File: src/rtl/countdown_pkg.sv
// Shared key-code definitions for the keypad front end and the countdown control logic.
package countdown_pkg;

    typedef logic [4:0] key_code_t;

    localparam key_code_t KEY_START   = 5'd10;
    localparam key_code_t KEY_CLEAR   = 5'd11;
    localparam key_code_t KEY_CONFIRM = 5'd12;
    localparam key_code_t KEY_NONE    = 5'd31;

    localparam int SCAN_DIV_DEFAULT        = 1000;
    localparam int DEBOUNCE_FRAMES_DEFAULT = 8;

    // Indexed [row][col]; *, # and D are deliberately mapped to NONE.
    localparam logic [3:0][3:0][4:0] KEY_MAP = {
        {KEY_NONE,    KEY_NONE, 5'd0, KEY_NONE},
        {KEY_CONFIRM, 5'd9,     5'd8, 5'd7},
        {KEY_CLEAR,   5'd6,     5'd5, 5'd4},
        {KEY_START,   5'd3,     5'd2, 5'd1}
    };

    function automatic logic isDigit(input key_code_t code);
        return code <= 5'd9;
    endfunction

endpackage

File: src/rtl/keypad_debounce.sv
// Frame-rate debouncer: a key code must repeat for DEBOUNCE_FRAMES frames before it becomes stable.
module keypad_debounce
    import countdown_pkg::*;
#(
    parameter int DEBOUNCE_FRAMES = DEBOUNCE_FRAMES_DEFAULT
) (
    input  logic      clk,
    input  logic      rst_n,
    input  logic      i_frameValid,
    input  key_code_t i_frameCode,
    output key_code_t o_stable
);

    localparam int CW = $clog2(DEBOUNCE_FRAMES + 1);
    localparam logic [CW-1:0] COUNT_MAX = CW'(DEBOUNCE_FRAMES);

    key_code_t     r_cand;
    key_code_t     r_stable;
    logic [CW-1:0] r_count;
    key_code_t     w_candNext;
    logic [CW-1:0] w_countNext;

    always_comb begin
        w_candNext  = r_cand;
        w_countNext = r_count;
        if (i_frameValid) begin
            if (i_frameCode == r_cand) begin
                w_countNext = (r_count == COUNT_MAX) ? r_count : r_count + CW'(1);
            end else begin
                w_candNext  = i_frameCode;
                w_countNext = CW'(1);
            end
        end
    end

    // A direct key-to-key change is forced through NONE and the count restarts,
    // so the new key has to earn a complete debounce of its own.
    always_ff @(posedge clk or negedge rst_n) begin
        if (!rst_n) begin
            r_cand   <= KEY_NONE;
            r_stable <= KEY_NONE;
            r_count  <= '0;
        end else if (i_frameValid) begin
            r_cand  <= w_candNext;
            r_count <= w_countNext;
            if (w_countNext == COUNT_MAX && w_candNext != r_stable) begin
                if (r_stable == KEY_NONE || w_candNext == KEY_NONE) begin
                    r_stable <= w_candNext;
                end else begin
                    r_stable <= KEY_NONE;
                    r_count  <= '0;
                end
            end
        end
    end

    assign o_stable = r_stable;

endmodule

File: src/rtl/keypad_scanner.sv
// 4x4 matrix keypad scanner: row drive, column synchronizer, per-frame decode and registered key events.
module keypad_scanner
    import countdown_pkg::*;
#(
    parameter int SCAN_DIV        = SCAN_DIV_DEFAULT,
    parameter int DEBOUNCE_FRAMES = DEBOUNCE_FRAMES_DEFAULT
) (
    input  logic       clk,
    input  logic       rst_n,
    input  logic [3:0] col_n,
    output logic [3:0] row_n,
    output logic       keydown_num,
    output logic       keydown_start,
    output logic       keydown_clear,
    output logic       keydown_confirm,
    output logic [3:0] num
);

    localparam int DW = $clog2(SCAN_DIV);

    logic [3:0]    r_colMeta;
    logic [3:0]    r_colSync;
    logic [DW-1:0] r_dwell;
    logic [1:0]    r_row;
    logic [3:0]    r_rowN;
    logic [1:0]    r_hits;
    key_code_t     r_hitCode;
    logic          r_kdNum;
    logic          r_kdStart;
    logic          r_kdClear;
    logic          r_kdConfirm;
    logic [3:0]    r_num;

    logic          w_dwellEnd;
    logic          w_frameValid;
    logic [2:0]    w_rowHits;
    logic [2:0]    w_totalHits;
    key_code_t     w_rowCode;
    key_code_t     w_frameCode;
    key_code_t     w_stable;

    always_ff @(posedge clk or negedge rst_n) begin
        if (!rst_n) begin
            r_colMeta <= 4'hF;
            r_colSync <= 4'hF;
        end else begin
            r_colMeta <= col_n;
            r_colSync <= r_colMeta;
        end
    end

    assign w_dwellEnd   = (r_dwell == DW'(SCAN_DIV - 1));
    assign w_frameValid = w_dwellEnd && (r_row == 2'd3);

    always_comb begin
        w_rowHits = 3'd0;
        w_rowCode = KEY_NONE;
        for (int c = 0; c < 4; c++) begin
            if (!r_colSync[c]) begin
                w_rowHits = w_rowHits + 3'd1;
                w_rowCode = KEY_MAP[r_row][c];
            end
        end
        w_totalHits = {1'b0, r_hits} + w_rowHits;
        w_frameCode = KEY_NONE;
        if (w_totalHits == 3'd1) begin
            w_frameCode = (r_hits == 2'd1) ? r_hitCode : w_rowCode;
        end
    end

    // Closures are accumulated across the four rows (saturating at two, which already
    // means "ghost/rollover"), then cleared as the frame result is handed to the debouncer.
    always_ff @(posedge clk or negedge rst_n) begin
        if (!rst_n) begin
            r_dwell   <= '0;
            r_row     <= 2'd0;
            r_rowN    <= 4'b1110;
            r_hits    <= 2'd0;
            r_hitCode <= KEY_NONE;
        end else if (w_dwellEnd) begin
            r_dwell <= '0;
            r_row   <= r_row + 2'd1;
            r_rowN  <= {r_rowN[2:0], r_rowN[3]};
            if (r_row == 2'd3) begin
                r_hits    <= 2'd0;
                r_hitCode <= KEY_NONE;
            end else begin
                r_hits <= (w_totalHits >= 3'd2) ? 2'd2 : w_totalHits[1:0];
                if (w_rowHits != 3'd0) begin
                    r_hitCode <= w_rowCode;
                end
            end
        end else begin
            r_dwell <= r_dwell + DW'(1);
        end
    end

    keypad_debounce #(
        .DEBOUNCE_FRAMES(DEBOUNCE_FRAMES)
    ) u_debounce (
        .clk         (clk),
        .rst_n       (rst_n),
        .i_frameValid(w_frameValid),
        .i_frameCode (w_frameCode),
        .o_stable    (w_stable)
    );

    // num only reloads on a digit, so it keeps the last digit after release.
    always_ff @(posedge clk or negedge rst_n) begin
        if (!rst_n) begin
            r_kdNum     <= 1'b0;
            r_kdStart   <= 1'b0;
            r_kdClear   <= 1'b0;
            r_kdConfirm <= 1'b0;
            r_num       <= 4'd0;
        end else begin
            r_kdNum     <= isDigit(w_stable);
            r_kdStart   <= (w_stable == KEY_START);
            r_kdClear   <= (w_stable == KEY_CLEAR);
            r_kdConfirm <= (w_stable == KEY_CONFIRM);
            if (isDigit(w_stable)) begin
                r_num <= w_stable[3:0];
            end
        end
    end

    assign row_n           = r_rowN;
    assign keydown_num     = r_kdNum;
    assign keydown_start   = r_kdStart;
    assign keydown_clear   = r_kdClear;
    assign keydown_confirm = r_kdConfirm;
    assign num             = r_num;

endmodule
File: config.mk
export PLATFORM = sky130hd
export DESIGN_NAME = keypad_scanner
export DESIGN_NICKNAME = d
export VERILOG_FILES = /design/src/rtl/countdown_pkg.sv /design/src/rtl/keypad_debounce.sv /design/src/rtl/keypad_scanner.sv
export SDC_FILE = /design/constraint.sdc
export NUM_CORES = 1
export LEC_CHECK = 0
export CORE_MARGIN = 3
export CORE_UTILIZATION = 55
export CTS_CLUSTER_DIAMETER = 50
export CTS_CLUSTER_SIZE = 16
export DETAILED_ROUTE_END_ITERATION = 8
export PLACE_DENSITY_LB_ADDON = 0.15
export SKIP_CTS_REPAIR_TIMING = 1
export SLEW_MARGIN = 10
export SYNTH_ARGS = -nofsm -noshare
export SYNTH_HDL_FRONTEND = slang
export SYNTH_HIERARCHICAL = 1
export SYNTH_SLANG_ARGS = --single-unit
File: constraint.sdc
create_clock -name clk -period 9.7 [get_ports clk]
set_input_delay 2.91 -clock clk [delete_from_list [all_inputs] [get_ports clk]]
set_output_delay 2.91 -clock clk [all_outputs]
set_load 0.01 [all_outputs]
# == Yosys cells after proc, flatten, opt, wreduce, memory -nomap -nowiden ==
# Index checks and enable logic that the tools add are counted.
# op_classes
add_sub_neg,7
n_lt_le_gt_ge,3
n_eq_ne,13
n_mux,25
n_reduce_logical,7
# ops
cell,n
$mux 5,11
$bmux 20 s2,1
$mux 20,1
$mux 4,5
$eq 5x4->1 const B,3
$add 10x1->10 const B,1
$eq 10x10->1 const B,1
$eq 5x5->1 const B,2
$mux 10,1
$add 3x1->3 const B,3
$mux 3,3
$eq 4x4->1 const B,2
$eq 5x5->1,1
$le 5x4->1 const B,1
$ne 5x5->1,1
$add 4x1->4 const B,1
$mux 2,2
$reduce_and 2->1,2
$add 2x3->3,1
$eq 3x1->1 const B,1
$ge 3x2->1 const B,1
$lt 2x3->1 const B,1
$reduce_bool 3->1,1
$add 2x1->2 const B,1
other kinds (6),7
# totals
regBits,53
input_bits,6
output_inout_bits,12
word_cells,70

# == Longest topological paths before layout ==
# depth
ltp_word,17
mapped_depth,17
ltp_nobuf,17

# == Hierarchy ==
# Netlist, hierarchy kept.
# by_module_without_submodules
mod,n_inst,cells_each,area_each_um2,seq_area_each_um2
keypad_scanner,1,218,2183.3,996.0
keypad_debounce,1,91,947.2,362.8

# == Worst setup path after synthesis ==
# No wires, ideal clock.
# synth_timing
path_kind,register to register
startpoint,register r_colSync[1]
endpoint,register u_debounce.r_stable[0] (netlist: u_debounce/o_stable[0])
setup_time_ns,0.082
arrival_ns,4.598
required_time_ns,9.618
path_slack_ns,5.020
stages_incl_launch_ff,17
path_buffers,0
period_less_slack_ns,4.680
cell_sequence,dfstp_2 -> inv_1 -> ha_1 -> xnor2_1 -> ha_1 -> nor2b_1 -> a31oi_2 -> inv_1 -> fa_1 -> xnor3_1 -> nor3b_2 -> o21ai_0 -> xor2_1 -> nor4_4 -> nand3_2 -> nor4b_4 -> mux2_2
# synth_via
elab_chain_cells,14
word_cells_on_any_way,24
cone_classes,add/sub (3); eq/ne (5); mux (13); reduce/logical (3)
# synth_rtl
item,line,text
"start, declared",keypad_scanner.sv:22,logic [3:0] r_colSync;
"start signal, assigned",keypad_scanner.sv:48,r_colSync <= r_colMeta;
$mux 3,keypad_scanner.sv:59,if (!r_colSync[c]) begin
$add 3x1->3,keypad_scanner.sv:60,w_rowHits = w_rowHits + 3'd1;
$mux 3,keypad_scanner.sv:59,
$add 3x1->3,keypad_scanner.sv:60,
$mux 3,keypad_scanner.sv:59,
$add 2x3->3,keypad_scanner.sv:64,"w_totalHits = {1'b0, r_hits} + w_rowHits;"
$eq 3x1->1,keypad_scanner.sv:66,if (w_totalHits == 3'd1) begin
$mux 5 *,keypad_scanner.sv:66,
via w_frameCode[3],keypad_scanner.sv:39,key_code_t w_frameCode;
$eq 5x5->1,keypad_debounce.sv:27,if (i_frameCode == r_cand) begin
$mux 5 or $mux 4 (tied branches),keypad_debounce.sv:27,
$mux 5 or $mux 4 (tied branches),keypad_debounce.sv:26,if (i_frameValid) begin
"$eq 5x5->1, or another cell as far along",keypad_debounce.sv:47,if (r_stable == KEY_NONE || w_candNext == KEY_NONE) begin
$logic_or 1x1->1 or $logic_and 1x1->1 (tied branches),"keypad_debounce.sv:47, keypad_debounce.sv:46",
$mux 5 or $reduce_and 2->1 (tied branches),--,
"end signal, assigned",keypad_debounce.sv:48,r_stable <= w_candNext;
"end, declared",keypad_debounce.sv:18,key_code_t r_stable;
# The timed path passes the listed nets; every way through them passes the cells marked *.
# A chain may end at the register's enable or synchronous reset.

# == Final worst setup path ==
# layout_timing
startpoint,register r_colSync[1]
endpoint,register u_debounce.r_stable[2] (netlist: u_debounce/o_stable[2])
# The elaborated chain is that of the path after synthesis.

==> out/metrics.cfg <==
[sta]
hold_viol=0
tns_ns=0
setup_viol=0
worstMarginPinSlew_ns=1.16
fin_crit_sh_pct=52.9
holdWs_ns=0.361
final_max_slew_viol_count=0
rsz0062_at_grt=no
period_needed_ns=5.13
relSlewSlack_pct=22.0
clock-skew-final_ns=0.00924
fmax_ghz=0.195

[global_routing]
first_global_vias=2227
antenna_found_initial=0
overflow=0
grt_max_degree=54
grt.total_usage_pct=20.1
grt_pass1_wl_mm=10.4

[route]
route.detailed.drc=0
wl_per_cell_um=15.3
drt_iter0_drc=137
drt-total-wl_mm=6.08
drtPass1Iterations=4
vias_per_cell=5.84
vias=2314
drtAntennaViolNets=0

[clocking]
clock_sinks=53
cts.path.max_buffers=2
ctsHtreeMaxLevel=2
cts_tree=built
path_clk_slew_ns=0.10
root_buffer=clkbuf_8
insertion_delay_ns=0.31
cts_buffers=5

[synth]
synth_area_um2=3130
yosys-top-cells-count=36 x nor2_1, 34 x nand2_1, 27 x dfrtp_1
avgSynthCellArea_um2=10.1
synthDistinctLibCells=65
yosysTopAreaCell=dfstp_2
yosysSeqAreaShare_pct=43.4
synth-async-reset-ratio_pct=100
ys_seq_elements=53
syn_inst=309
netlist_top_cells_area=dfstp_2 22%, dfrtp_1 22%, ha_1 5.6%
synth_top_area_share_pct=21.8
synth_edf_count=0
synth_flop_cell=dfrtp_1
synth_nets=330
synth_warnings=6
synth.most_common_cell=nor2_1

[job]
maxCapViolations=0

[finish]
fill_cells=413
final_nets=346
multiInputGateArea_um2=1650
drive_gt1_share_pct=18.1
ff_latch_area_um2=1360
postLayoutCellArea_um2=3450
num_antenna_cells=0
syn_to_final_growth_pct=10.2

[die]
die_area_um2=6630
ios=18
chipWidth_um=81.4
rows=26
start_util_pct=59.0
dieHeight_um=81.4
core_um2=5300

[placement]
dpl_cell_area_um2=3340
dp_hpwl_mm=4.16
port_buffers=17
gp_routability_congestion=0.881

[min_path]
hold_path_class=flip-flop to flip-flop

[outcome]
status=finished, final reports clean

[power]
power_uw=417
p_leak_uw=0.00150
vdd_drop_max_mv=0.0811
power_density_nw_per_um2=121

[worst_setup_path]
cp-start-kind=flip-flop
critical_path_class=flip-flop to flip-flop
worstPathRequired_ns=9.94
crit_fanout=10
arrival_ns=5.37
critPathCaptureType=flip-flop

## final timing paths
check | slack [ns] | end | from | cells after the start
max reg2reg | 4.57 | u_debounce/o_stable[2] | r_colSync[1] | 16
max | 4.57 | u_debounce/o_stable[2] | r_colSync[1] | 16
min in group asynchronous | 2.71 | r_dwell[6] | rst_n | 2
min | 0.36 | r_colSync[1] | r_colMeta[1] | 0
min reg2reg | 0.36 | r_colSync[1] | r_colMeta[1] | 0
max in group asynchronous | 6.56 | keydown_confirm | rst_n | 2
## power breakdown
part / switching (µW) / internal (µW)
Clock: 76.8 / 78.1
Sequential: 2.97 / 224
Combinational: 21.6 / 13.4
## stage by stage
step,setup slack (ns),util [%],std cells
3_3_place_gp,4.74,62.9,388
6_report,4.57,65.0,396
3_5_place_dp,4.64,62.9,388
2_1_floorplan,5.02,-,309
5_1_grt,4.14,65.0,396
4_1_cts,4.60,65.0,396
## registers in the layout, indices dropped and copies added, names as in the netlist
signal / count
r_colMeta: 4
keydown_start: 1
u_debounce/r_cand: 5
u_debounce/o_stable: 5
keydown_confirm: 1
r_colSync: 4
r_hitCode: 5
num: 4
r_hits: 2
u_debounce/r_count: 4
keydown_clear: 1
keydown_num: 1
r_row: 2
row_n: 4
r_dwell: 10
## routing by layer
layer	global-route usage, %	up-vias	wire [µm]
li1	-	1124	-
met1	28.6	1116	2920
met2	31.6	63	2750
met3	3.73	11	315
met4	5.57	0	89
met5	0	-	0
## logic make-up (layout without fill, tap and decap cells)
family	after synthesis	after routing	share of synthesized area, %
AND/OR/NAND/NOR	129	129	23.3
flip-flops	53	53	43.4
AO/OA/AOI/OAI	52	52	12.2
buffers and inverters	26	43	3.88
XOR/XNOR	21	21	6.31
adder cells (fa/ha/maj)	15	15	6.24
multiplexers	13	13	4.60
## final cells by class
cell class,count,area share [%]
Multi-Input combinational cell,230,47.9
Sequential cell,53,39.4
Timing Repair Buffer,19,5.22
Tap cell,70,2.54
Clock buffer,6,2.10
Inverter,16,1.74
Clock inverter,2,1.12
## worst max-delay path: stages (launching register included)
cell and delay, ns:
dfstp_2 0.61, inv_1 0.06, ha_1 0.36, xnor2_1 0.28, ha_1 0.28, nor2b_1 0.14
a31oi_2 0.28, inv_1 0.14, fa_1 0.40, xnor3_1 0.39, nor3b_2 0.29, o21ai_0 0.21
xor2_1 0.22, nor4_4 0.40, nand3_2 0.19, nor4b_4 0.40, mux2_2 0.38
## placed cells by master, fill, tap and decap left out, drive strengths merged, types with 5 or more instances in the layout
cell and instances:
a211oi 5, a21oi 6, a31oi 5, and4 5
clkbuf 6, clkdlybuf4s50 16, dfrtp 27, dfstp 26
ha 14, inv 17, mux2 8, mux2i 5
nand2 34, nand2b 7, nand3 11, nor2 36
o21ai 7, xnor2 10, xor2 10
Power figures use the tool's default switching activity.
